==> config.mk <==
export PLATFORM = sky130hd
export DESIGN_NAME = wb_uart_master
export DESIGN_NICKNAME = d
export VERILOG_FILES = /design/src/rtl/wb_uart_master.sv
export SDC_FILE = /design/constraint.sdc
export NUM_CORES = 1
export LEC_CHECK = 0
export CAP_MARGIN = 20
export CORE_MARGIN = 5
export CORE_UTILIZATION = 35
export CTS_CLUSTER_SIZE = 10
export DETAILED_ROUTE_END_ITERATION = 12
export PLACE_DENSITY = 0.7
export RECOVER_POWER = 100
export SYNTH_ARGS = -nofsm -noshare
export SYNTH_HDL_FRONTEND = slang
export SYNTH_SLANG_ARGS = --single-unit
export TNS_END_PERCENT = 30
==> constraint.sdc <==
create_clock -name clk -period 5.1 [get_ports clk]
set_input_delay 1.02 -clock clk [delete_from_list [all_inputs] [get_ports clk]]
set_output_delay 1.02 -clock clk [all_outputs]
set_load 0.005 [all_outputs]
==> src/rtl/wb_uart_master.sv <==
// Wishbone master driven by a UART byte stream: READ/WRITE command frames in, status or read-data bytes out.
// Each bus cycle starts one edge after the last frame byte. Responses are paced by tx_busy. No rx buffering.
module wb_uart_master #(
    parameter int timeout = 1024
) (
    input  logic        clk,
    input  logic        reset,
    input  logic [7:0]  rx_data,
    input  logic        rx_avail,
    output logic [7:0]  tx_data,
    output logic        tx_wr,
    input  logic        tx_busy,
    output logic [31:0] wb_adr_o,
    output logic [31:0] wb_dat_o,
    input  logic [31:0] wb_dat_i,
    output logic [3:0]  wb_sel_o,
    output logic        wb_we_o,
    output logic        wb_cyc_o,
    output logic        wb_stb_o,
    input  logic        wb_ack_i,
    input  logic        wb_err_i,
    output logic        busy
);

    localparam int WD_W = (timeout < 1) ? 1 : $clog2(timeout + 1);
    localparam logic [WD_W-1:0] WD_MAX = WD_W'(timeout);

    localparam logic [2:0] S_IDLE  = 3'd0;
    localparam logic [2:0] S_ADDR  = 3'd1;
    localparam logic [2:0] S_WDATA = 3'd2;
    localparam logic [2:0] S_BUS   = 3'd3;
    localparam logic [2:0] S_RESP  = 3'd4;

    logic [2:0]      state_q, state_d;
    logic [1:0]      cnt_q, cnt_d;
    logic [31:0]     adr_q, adr_d;
    logic [31:0]     dat_q, dat_d;
    logic [31:0]     rdat_q, rdat_d;
    logic            we_q, we_d;
    logic            cyc_q, cyc_d;
    logic            err_q, err_d;
    logic [WD_W-1:0] wdog_q, wdog_d;
    logic [7:0]      tx_data_q, tx_data_d;
    logic            tx_wr_q, tx_wr_d;
    logic            hold_q, hold_d;
    logic            busy_q, busy_d;

    always_comb begin
        state_d   = state_q;
        cnt_d     = cnt_q;
        adr_d     = adr_q;
        dat_d     = dat_q;
        rdat_d    = rdat_q;
        we_d      = we_q;
        cyc_d     = cyc_q;
        err_d     = err_q;
        wdog_d    = wdog_q;
        tx_data_d = tx_data_q;
        tx_wr_d   = 1'b0;
        // The transmitter raises tx_busy a cycle late, so stay off it for the pulse cycle and the one after.
        hold_d    = tx_wr_q;

        case (state_q)
            S_IDLE: begin
                if (rx_avail && (rx_data == 8'h01 || rx_data == 8'h02)) begin
                    we_d    = (rx_data == 8'h02);
                    cnt_d   = 2'd0;
                    state_d = S_ADDR;
                end
            end
            S_ADDR: begin
                if (rx_avail) begin
                    adr_d = {adr_q[23:0], rx_data};
                    cnt_d = cnt_q + 2'd1;
                    if (cnt_q == 2'd3) begin
                        if (we_q) begin
                            state_d = S_WDATA;
                        end else begin
                            state_d = S_BUS;
                            cyc_d   = 1'b1;
                            wdog_d  = '0;
                        end
                    end
                end
            end
            S_WDATA: begin
                if (rx_avail) begin
                    dat_d = {dat_q[23:0], rx_data};
                    cnt_d = cnt_q + 2'd1;
                    if (cnt_q == 2'd3) begin
                        state_d = S_BUS;
                        cyc_d   = 1'b1;
                        wdog_d  = '0;
                    end
                end
            end
            S_BUS: begin
                if (wb_err_i || (!wb_ack_i && wdog_q == WD_MAX)) begin
                    cyc_d   = 1'b0;
                    err_d   = 1'b1;
                    state_d = S_RESP;
                end else if (wb_ack_i) begin
                    cyc_d   = 1'b0;
                    err_d   = 1'b0;
                    if (!we_q) rdat_d = wb_dat_i;
                    state_d = S_RESP;
                end else begin
                    wdog_d = wdog_q + WD_W'(1);
                end
            end
            S_RESP: begin
                if (!tx_wr_q && !hold_q && !tx_busy) begin
                    tx_wr_d = 1'b1;
                    cnt_d   = cnt_q + 2'd1;
                    if (err_q) begin
                        tx_data_d = 8'h45;
                    end else if (we_q) begin
                        tx_data_d = 8'h2A;
                    end else begin
                        tx_data_d = rdat_q[31:24];
                        rdat_d    = {rdat_q[23:0], 8'h00};
                    end
                    if (err_q || we_q || cnt_q == 2'd3) state_d = S_IDLE;
                end
            end
            default: state_d = S_IDLE;
        endcase

        busy_d = (state_d != S_IDLE);
    end

    always_ff @(posedge clk) begin
        if (reset) begin
            state_q   <= S_IDLE;
            cnt_q     <= 2'd0;
            adr_q     <= 32'h0;
            dat_q     <= 32'h0;
            rdat_q    <= 32'h0;
            we_q      <= 1'b0;
            cyc_q     <= 1'b0;
            err_q     <= 1'b0;
            wdog_q    <= '0;
            tx_data_q <= 8'h00;
            tx_wr_q   <= 1'b0;
            hold_q    <= 1'b0;
            busy_q    <= 1'b0;
        end else begin
            state_q   <= state_d;
            cnt_q     <= cnt_d;
            adr_q     <= adr_d;
            dat_q     <= dat_d;
            rdat_q    <= rdat_d;
            we_q      <= we_d;
            cyc_q     <= cyc_d;
            err_q     <= err_d;
            wdog_q    <= wdog_d;
            tx_data_q <= tx_data_d;
            tx_wr_q   <= tx_wr_d;
            hold_q    <= hold_d;
            busy_q    <= busy_d;
        end
    end

    assign wb_adr_o = adr_q;
    assign wb_dat_o = dat_q;
    assign wb_sel_o = 4'hF;
    assign wb_we_o  = we_q;
    assign wb_cyc_o = cyc_q;
    assign wb_stb_o = cyc_q;
    assign tx_data  = tx_data_q;
    assign tx_wr    = tx_wr_q;
    assign busy     = busy_q;

endmodule

==> summary by stage, run 1 <==
Power
Dividing total power by cell area gives a power density of 316 mW/mm^2. The part of the total power dissipated in sequential elements is 41.2%. Net switching is 19.4% of the power. The clock group share of total power is 55.6%. The overall power after layout is 2.39 mW. Across the VDD grid, the largest voltage drop is 0.224 mV. The net switching power figure is 465 uW.

The internal cell power is 1.92 mW. The cell leakage power is 2.68 nW. The part of the total power dissipated in combinational logic is 3.1%.

Detailed routing
In this run the remaining antenna-violating nets after routing total 0. The routed via count divided by cell count is 5.05. In the routed design, unresolved DRC markers number 0. After the first detailed-routing iteration, the DRC count stood at 227. The total length of routed wires is 14400 um.

The count of vias placed by the detailed router is 5081. Before antenna repair, the detailed router went through 6 iterations. The average routed wire per standard cell is 14.3 um.

Synth
In the synthesized netlist, the cells that appear most often are nand2_1 (198), dfxtp_1 (126), a21oi_1 (87). The number of flops mapped to enable cells by yosys is 0. The biggest area contributor in the post-synthesis netlist is dfxtp_1. After synthesis, the largest family of logic cells by area is compound AO/OA/AOI/OAI gates.

Summing the areas of all and, or, nand and nor instances in the mapped netlist gives 20.9% of the synthesized area. The dominant synthesized flop cell is dfxtp_1. Each instance of the synthesized netlist takes up on average 8.34 um^2. Synthesis handed over a netlist of 683 instances. Summing the areas of all compound-gate instances in the mapped netlist gives 24.6% of the synthesized area. Of the post-synthesis cell area, the dominant cell type holds 44.3%. After Yosys synthesis, XOR and XNOR cells account for 0.461% of the synthesized area. Synthesis inferred 126 register bits. Sequential cells were found to cover 44.3% of the synthesized design area. Summing every instance area after synthesis gives 0.00569 mm^2. The post-synthesis adder-cell area fraction is 0.659%. The count of synthesis-stage warnings from yosys is 0.

Yosys instantiated no cell more often than nand2_1. The netlist uses 55 different library cells. In the post-synthesis netlist, the biggest area contributors are dfxtp_1 (44%), nand2_1 (13%), a21oi_1 (7.6%). The fraction of registers with async set/reset is 0%.

Multiplexer cells account for 1.76% of the synthesized area.

STA
For the pin with the worst max-slew slack, the measured transition is 1.91 ns. The worst-case hold slack is 0.450 ns. Setup repair after global routing left no endpoint under its margin. Measured against its own limit, the worst slew margin works out to -27.3%. On the final layout, the worst clock skew is 0.00608 ns.

Setup total negative slack on the finished layout was measured at 0 ns. The number of max-slew violations in the final report came to 126. The minimum clock period is 3.68 ns. Setup violations remaining at the end of the flow were counted as 0. The final worst setup slack is 1.42 ns. After layout, the worst path uses 72.1% of the clock period.

The count of endpoints failing hold in the final timing report is 0. The fmax is 0.272 GHz.

Worst setup path
The critical path data required time is 5.38 ns. The peak fanout along the critical path is 25. The worst setup path is launched from a flip-flop. The delay contributed by the slowest stage of the critical path is 0.91 ns. The signal on the critical path passes through or3b_1 > clkbuf_1 > o31a_1 > nor4_4 > buf_4 > a311oi_1.

The critical path class is flip-flop to flip-flop. Data on the critical path arrives at its endpoint at 3.96 ns. The cell with the largest stage delay on the worst path is o31a_1.

The worst setup path is captured at a flip-flop.

Min path
The class of the worst hold path is flip-flop to flip-flop.

Clock tree
TritonCTS built the clock tree. Buffers added to address setup during post-CTS repair amount to 0. The number of buffers inserted for hold repair after clock tree synthesis is 0. At the later pin of the worst-skew pair, clock insertion delay measures 0.41 ns.

Clock-pin slew was measured on the worst setup and hold paths at 0.05 ns. CTS built an H-tree with a depth of 4. The number of clock buffers added by TritonCTS is 17. CTS placed an instance of clkbuf_16 at the clock tree root. The post-CTS resize count is 0. The longest clock path from root to sink contains 2 buffers.

The CTS sink count is 126.

Cells and area
The number of diodes added for antenna fixing is 0. For this run, the post-layout net count is 826. The multi-input combinational cells in the finished layout cover a total of 0.00267 mm^2. The filler cell count in the final layout is 1594.

The sequential cells in the finished layout cover a total of 0.00252 mm^2. The fraction of final layout cells with drive strength greater than 1 is 6.71%. From synthesis to final layout, the design area changed by 32.9%.

Job
The max capacitance violation total is 2.

Floorplanning
In this run the count of I/O pins placed on the die edge is 127. The y dimension of the die is 138 um. The x dimension of the die is 138 um. The area of the core region is 0.0159 mm^2.

The starting density of the core is 35.7%. The overall die area is 0.0189 mm^2. The placement row count is 46.

Placement
In this run the tool buffered the top-level ports with 122 buffer cells. Once detailed placement completed, the half-perimeter wirelength came to 9630 um. The pre-CTS setup slack is 1.50 ns. The final RePlAce weighted congestion is 0.771.

Global routing
The via count of the first global-routing pass is 4677. The number of antenna violations at the first check in global routing was 0. Across every metal layer, demand over resource in global routing totals 15.3%. Entering global routing, the biggest net connects 94 pins. The first-pass GRT wire length is 23100 um. For this run the aggregate overflow at the end of global routing stands at 0.

Outcome
The final reports fail on max-capacitance violations, max-slew violations. The run finished, with violations left.
-- placed cells by master, fill, tap and decap left out, types with 6 or more instances in the layout --
| master | n |
|---|---|
| clkdlybuf4s50_1 | 44 |
| dfxtp_1 | 126 |
| nand2_1 | 198 |
| clkbuf_16 | 17 |
| mux2i_1 | 10 |
| nand3_1 | 19 |
| a21oi_1 | 87 |
| buf_4 | 6 |
| o41a_1 | 24 |
| nor2_1 | 14 |
| inv_1 | 32 |
| a311oi_1 | 19 |
| dlygate4sd3_1 | 77 |
-- final timing paths --
kind,start,endpoint,slack (ns),cells past startpoint
worst min-delay path,wb_adr_o[24],wb_adr_o[24],0.45,2
worst max register to register,state_q[0],rdat_q[19],1.42,6
worst min register to register,wb_adr_o[24],wb_adr_o[24],0.45,2
worst max-delay path,state_q[0],rdat_q[19],1.42,6
-- through the flow --
step / cells / util (%) / cell area (um^2)
after floorplan: 686 / - / 5710
after global placement: 971 / 43.7 / 6970
after detailed placement: 971 / 43.7 / 6970
after CTS: 1003 / 47.8 / 7620
after global routing: 1006 / 47.5 / 7570
final: 1006 / 47.5 / 7570
-- registers in the layout, summed over array words and instances, names as in the netlist --
register  cells
wdog_q       11
wb_cyc_o      1
busy          1
tx_wr         1
wb_dat_o     32
err_q         1
wb_we_o       1
state_q       3
tx_data       8
hold_q        1
wb_adr_o     32
cnt_q         2
rdat_q       32
-- routing by layer --
layer / track usage [%] / vias up / wire length [um]
li1: - / 2581 / -
met1: 19.7 / 2353 / 6410
met2: 24.5 / 137 / 6870
met3: 4.24 / 10 / 904
met4: 5.49 / 0 / 168
met5: 0 / - / 0
-- power groups by stage --
stage	Sequential [mW]	Clock, mW	Combinational (mW)
after floorplan	1.01	0	0.0329
after detailed placement	1.01	0	0.0778
after global routing	0.985	1.40	0.0812
after global placement	1.01	0	0.0779
after CTS	0.985	1.36	0.0782
final	0.985	1.33	0.0744
-- cells by family (layout without fill, tap and decap cells) --
| family | count (synthesis) | in the layout |
|---|---|---|
| buffers and inverters | 93 | 197 |
| and+or+nand+nor | 269 | 269 |
| AOI/OAI and AO/OA | 178 | 178 |
| DFF | 126 | 126 |
| muxes | 10 | 10 |
| other | 1 | 4 |
| adders and majority gates | 3 | 3 |
| xor gates and xnor gates | 3 | 3 |
-- cell type report --
type | count | share of cell area [%]
Timing Repair Buffer | 133 | 17.5
Tap cell | 216 | 3.57
Sequential cell | 126 | 33.3
Clock buffer | 21 | 6.22
Multi-Input combinational cell | 467 | 35.3
Clock inverter | 11 | 2.46
Inverter | 32 | 1.59
-- critical path, delay by kind of cell, from the launching register on --
family	cells	cell delay, ns
AOI/OAI and AO/OA	2	1.16
and+or+nand+nor	2	0.70
buffers and inverters	2	1.03
DFF	1	0.65
(Power assumes the default switching activity.)
==> run 2, diff against run 1 <==
- PLACE_DENSITY: 0.7 -> 0.72
- clock period: 5.1 -> 3.3 ns (I/O delays scaled with it)
==> run 2 against run 1 <==
The flow still finishes with violations (max-capacitance violations, max-slew violations); worst setup slack got worse by 0.83 ns; worst hold slack got worse by 0.00062 ns; via count fell by 0.14%; combinational power rose by 56%; register-to-register slack got worse by 0.63 ns; highest routed layer unchanged.
==> summary by stage, run 2 (synthesized netlist as in run 1, its figures left out) <==
Floorplanning
The starting density of the core is 35.7%. The placement row count is 46. The count of pins on the block boundary is 127.

The die covers 0.0189 mm^2. The x dimension of the die is 138 um. The total area inside the core boundary comes to 0.0159 mm^2.

From bottom edge to top edge, the die measures 138 um.

Outcome
The run finished, with violations left. The final reports fail on max-capacitance violations, max-slew violations.

Worst setup path
The data arrival time of the critical path is 2.90 ns. The critical path class is primary input to flip-flop. The worst setup path is captured at a flip-flop.

The worst setup path is launched from a primary input. Of all nets on the critical path, the largest fanout is 32. Data on the critical path is required at its endpoint by 3.49 ns.

The slowest stage of the critical path is the o31a_1 cell. The delay contributed by the slowest stage of the critical path is 0.60 ns. Traced cell by cell, the critical path runs through dlygate4sd3_1 > or3_1 > o31a_1 > nor4_4 > buf_12 > a311oi_1.

STA
The number of max-slew violations in the final report is 96. The headroom to the max-slew limit is -32.3%. Derived from the worst setup path, the maximum achievable clock frequency is 0.370 GHz.

In the final timing run, aggregate negative setup slack is 0 ns. The count of endpoints failing hold in the final timing report is 0. For the final database, setup skew stands at 0.00670 ns.

The transition time at the pin with the least slew margin is 1.98 ns. The final clock period utilization by the worst path is 81.9%. Setup repair after global routing left no endpoint under its margin. Counting I/O delays and the setup requirement, the final critical path takes 2.70 ns.

The number of failing setup endpoints in the final timing report is 0.

Min path
In this run the worst hold path is classified as flip-flop to flip-flop.

Cells and area
The finished layout holds 1009 standard cells, fillers aside. The repair_antennas step left the layout with diodes totalling 0. Compared with the post-synthesis result, the final layout area differs by 33.2%.

The final net count is 830. The post-route cell area is 0.00759 mm^2. The library cells used most frequently in the layout, excluding fill and tap cells, are nand2_1 (198), dfxtp_1 (126), a21oi_1 (87). The most frequent standard cell in the layout excluding fill and tap cells is nand2_1.

The fraction of final layout cells with drive strength greater than 1 is 7.06%.

Clock tree
The number of buffers between clock root and the deepest sink is 2. The depth of the CTS H-tree is 4. In this run, CTS created clock tree buffers numbering 17. The clock latency on the worst-skew pair is 0.41 ns.

The number of buffers inserted for hold repair after clock tree synthesis is 0. For this design, the sink count on the clock tree is 126. In this run the post-CTS setup repair buffer count came out at 0. Clock-pin slew was measured on the worst setup and hold paths at 0.06 ns.

TritonCTS built the clock tree. The buffer cell driving the clock tree root is clkbuf_16. The post-CTS resize count is 0.

Detailed routing
The routed via count divided by cell count is 5.03. The total length of routed wires is 14400 um. The number of detailed-routing iterations run before antenna repair is 4. The average routed wire per standard cell is 14.3 um. The iteration-0 DRC count of the detailed router is 319. The remaining antenna violation count is 0. In the routed design, unresolved DRC markers number 0. The count of vias placed by the detailed router is 5074.

Global routing
The aggregate global routing overflow is 0. The met1 track utilization from global routing is 20.2%. The via count of the first global-routing pass is 4719. Entering global routing, the biggest net connects 96 pins. For met3 alone, demand over resource in global routing was 4.78%. The number of antenna violations at the first check in global routing is 0. Across every metal layer, demand over resource in global routing totals 15.4%. After global routing, the most crowded layer is met2. The first-pass GRT wire length is 23500 um. The global routing usage on met2 is 24.9%.

Power
The power per cell area is 494 mW/mm^2. The cell leakage power is 2.70 nW. The maximum ir drop on the vdd rail is 0.343 mV. The overall power after layout is 3.75 mW.

Placement
In this run the tool buffered the top-level ports with 122 buffer cells. The estimated wirelength of the detail-placed design is 9690 um. At the end of routability-driven placement, the weighted congestion stood at 0.796. In this run, placement finished with an instance count of 978. In this run the cell area measured after placement is 0.00703 mm^2.

Job
Across the run, the number of max-cap violations was 1.
[run 2: layout make-up]
cell class | instances | area [um^2]
Tap cell | 216 | 270
Clock inverter | 11 | 213
Fill cell | 1557 | 8360
Multi-Input combinational cell | 467 | 2670
Inverter | 32 | 120
Timing Repair Buffer | 137 | 1340
Sequential cell | 126 | 2520
Clock buffer | 20 | 457
[run 2: metal layers]
metal | part of all wire (%) | wire length, um
met5 | 0 | 0
met4 | 0.89 | 128
met3 | 6.4 | 918
met2 | 47 | 6810
met1 | 46 | 6580
[run 2: through the flow]
step,util [%],worst slack (ns),hold slack [ns]
after floorplan,-,1.17,0.435
after global placement,44.1,0.596,0.440
after detailed placement,44.1,0.575,0.447
after CTS,48.3,0.973,0.454
after global routing,47.6,0.454,0.464
final,47.6,0.598,0.449
[run 2: path summary, 6_finish.rpt]
check / slack, ns / cells past startpoint / to / startpoint
setup / recovery: 0.60 / 6 / rdat_q[17] / tx_busy
hold reg to reg: 0.45 / 2 / tx_data[4] / tx_data[4]
hold / removal: 0.45 / 2 / tx_data[4] / tx_data[4]
setup reg to reg: 0.79 / 5 / rdat_q[17] / state_q[2]
[run 2: where the power goes]
group	switching (mW)	internal, mW
combinational	0.0603	0.0561
clock	0.662	1.45
sequential	0.000399	1.52
[run 2: worst max-delay path: cells and delay by family]
kind | cells | cell delay [ns]
and+or+nand+nor | 2 | 0.71
buffers and inverters | 2 | 0.80
AOI/OAI and AO/OA | 2 | 0.72
==> run 3, diff against run 2 <==
- clock period: 3.3 -> 2.32 ns (I/O delays scaled with it)
==> run 3 against run 2 <==
Critical path depth decreased by 4; sequential power rose by 43%; combinational power increased by 47%; clock skew down 0.0014 ns; utilization rose by 0.53 points; global-route usage about the same; non-clock buffer count is 22 higher; critical path type is now flip-flop to output port; register-to-register slack lost 0.61 ns; first-iteration DRC count down 13%; the run now ends clean; clock power is 17% higher; via count increased by 2.4%.
==> summary by stage, run 3 (synthesized netlist as in run 1, its figures left out) <==
Detailed routing
The average routed wire per standard cell is 14.2 um. For this block, the initial DRC count from the detailed router was 279. Across all layers, the routed design uses 5197 vias.

Before antenna repair, the detailed router went through 5 iterations. For this run, design rule violations remaining after detail routing come to 0. Dividing the detail-routed via count by the number of cells gives 5.05.

The final layout contains routed wiring with a total length of 14600 um. The remaining antenna violation count is 0.

Clock tree
The tree built by TritonCTS fans out to 126 sinks. The number of buffers inserted for hold repair after clock tree synthesis is 0. After clock tree synthesis, the clock-pin slew on the worst setup and hold paths is 0.05 ns. The buffer cell driving the clock tree root is clkbuf_16. In this run, post-CTS repair resized a total of 0 instances. No sink is reached through more buffers than the 2 on the longest clock path. The post-CTS setup repair buffer count is 0. The clock latency on the worst-skew pair is 0.41 ns. TritonCTS built the clock tree.

The TritonCTS buffer count is 17. In this run the number of H-tree levels came out at 4.

Global routing
Entering global routing, the biggest net connects 104 pins. The first global-routing pass estimated 23500 um of wire. For this run, the total global-route usage over all layers was measured as 15.5%. The via count of the first global-routing pass was 4705.

For this run the aggregate overflow at the end of global routing stands at 0. The number of antenna violations at the first check in global routing is 0.

Worst setup path
The worst register-to-register path ends at rdat_q[25]. The cell with the largest stage delay on the worst path is clkdlybuf4s50_1. The critical path data required time is 1.86 ns. Counting cells, the worst reg-to-reg path comes to 8.

In this run the register-to-register setup slack is 0.18 ns. STA classifies the critical path startpoint as a flip-flop. The critical path class is flip-flop to output port.

The launching element of the worst setup path is wb_we_o. Of all nets on the critical path, the largest fanout is 30. Data arrives at the worst endpoint at 1.69 ns. The delay contributed by the slowest stage of the critical path is 0.59 ns. The worst register-to-register path begins at wdog_q[0]. Walking the worst path, the cells encountered are buf_4 > clkdlybuf4s50_1.

The endpoint kind of the worst setup timing path is an output port.

Min path
The class of the worst hold path is flip-flop to flip-flop. The start point of the worst hold path is wb_adr_o[29]. The worst hold path terminates at wb_adr_o[29]. The hold path depth is 2.

Cells and area
The number of cells in the finished layout apart from fillers is 1029. From synthesis to final layout, the design area changed by 34.7%. The library cells used most frequently in the layout, excluding fill and tap cells, are nand2_1 (198), dfxtp_1 (126), a21oi_1 (87). Summing all multi-input logic gate instances after layout gives 0.00268 mm^2. The filler cells instantiated in the layout total 1584.

Cells with a size suffix above 1 make up 9.72% of the layout. The flip-flop and latch area is 0.00252 mm^2. The most frequent standard cell in the layout excluding fill and tap cells is nand2_1. The repair_antennas step left the layout with diodes totalling 0.

Cells fill 48.1% of the core in the end. The final net count is 852.

STA
Hold is met by 0.448 ns. Timing would allow up to 0.464 GHz. Setup repair after global routing left no endpoint under its margin.

The setup TNS is 0 ns. The count of endpoints failing hold in the final timing report was 0. For the final database, setup skew stands at 0.00528 ns. For the pin with the worst max-slew slack, the measured transition is 1.23 ns. The final clock period utilization by the worst path is 92.9%.

The number of max-slew violations in the final report is 0. The headroom to the max-slew limit is 17.8%. Counting I/O delays and the setup requirement, the final critical path takes 2.16 ns. Once routing completed, OpenROAD measured the worst setup slack at 0.164 ns.

Setup violations remaining at the end of the flow were counted as 0.

Floorplanning
The starting density of the core is 35.7%. The area of the core region is 0.0159 mm^2. The y dimension of the die is 138 um. After floorplanning, the core was divided into 46 placement rows. The x dimension of the die is 138 um. The floorplan step defined a die boundary enclosing 0.0189 mm^2. 127 I/O pins were placed.

Power
Registers are responsible for 45.2% of the overall power. Net switching is 20.6% of the power. The cell leakage power is 2.76 nW. The clock group share of total power is 51.3%. The net switching power figure is 987 uW. The part of the total power dissipated in combinational logic is 3.6%. Dividing total power by cell area gives a power density of 625 mW/mm^2.

The internal power of the cells totals 3.81 mW. The maximum ir drop on the vdd rail is 0.523 mV.

Placement
Routability-driven placement finished with a final weighted congestion of 0.801. The wire-length estimate of the detail-placed layout is 10100 um. The number of I/O port buffers is 122. After detailed placement, the design holds a cell count of 1000. Timing analysis after detailed placement gives a worst setup slack of -0.0878 ns.

Outcome
The run finished with clean final reports.

Job
The tool flagged a number of max-cap violations equal to 0.
==> run 3: cell types whose count changed in the layout (fill, tap and decap cells not counted), sizes merged <==
cell	change
clkdlybuf4s50	+1
buf	+17
clkinv	+1
clkbuf	+7
bufinv	-5
dlygate4sd3	-1
==> run 3: how the worst max path moves through the flow <==
stage / end / slack (ns)
4_1_cts: rdat_q[29] / 0.13
6_report: wb_we_o / 0.16
3_5_place_dp: rdat_q[24] / -0.09
3_3_place_gp: rdat_q[30] / -0.04
5_1_grt: rdat_q[30] / 0.04
2_1_floorplan: rdat_q[17] / 0.26
==> run 3: per-layer routing <==
| layer | global-route usage (%) | up-vias | routed length, um |
|---|---|---|---|
| li1 | - | 2627 | - |
| met3 | 4.16 | 16 | 936 |
| met1 | 20.3 | 2425 | 6500 |
| met4 | 5.21 | 0 | 216 |
| met2 | 24.7 | 129 | 6920 |
| met5 | 0 | - | 0 |
==> run 3: layout make-up <==
type                            count  share of cell area (%)
Inverter                           32                    1.57
Clock buffer                       22                    6.31
Timing Repair Buffer              159                    19.9
Sequential cell                   126                    32.9
Tap cell                          216                    3.52
Clock inverter                      7                   0.832
Multi-Input combinational cell    467                    35.0
==> run 3: power by group through the flow <==
stage                     logic [mW]  registers (mW)  clock network, mW
after global routing           0.187            2.16               2.62
after CTS                      0.181            2.17               2.52
after floorplan               0.0723            2.21                  0
final                          0.171            2.17               2.46
after global placement         0.181            2.21                  0
after detailed placement       0.181            2.21                  0
==> run 3: stage by stage <==
stage	instance area, um^2	power, mW
3_3_place_gp	7240	2.39
6_report	7670	4.80
2_1_floorplan	5710	2.28
3_5_place_dp	7240	2.39
4_1_cts	7790	4.87
5_1_grt	7670	4.97
==> run 3: critical path: cells and delay by family, from the launching register on <==
kind / cells / cell delay, ns
flops: 1 / 0.35
buf+inv: 2 / 0.93
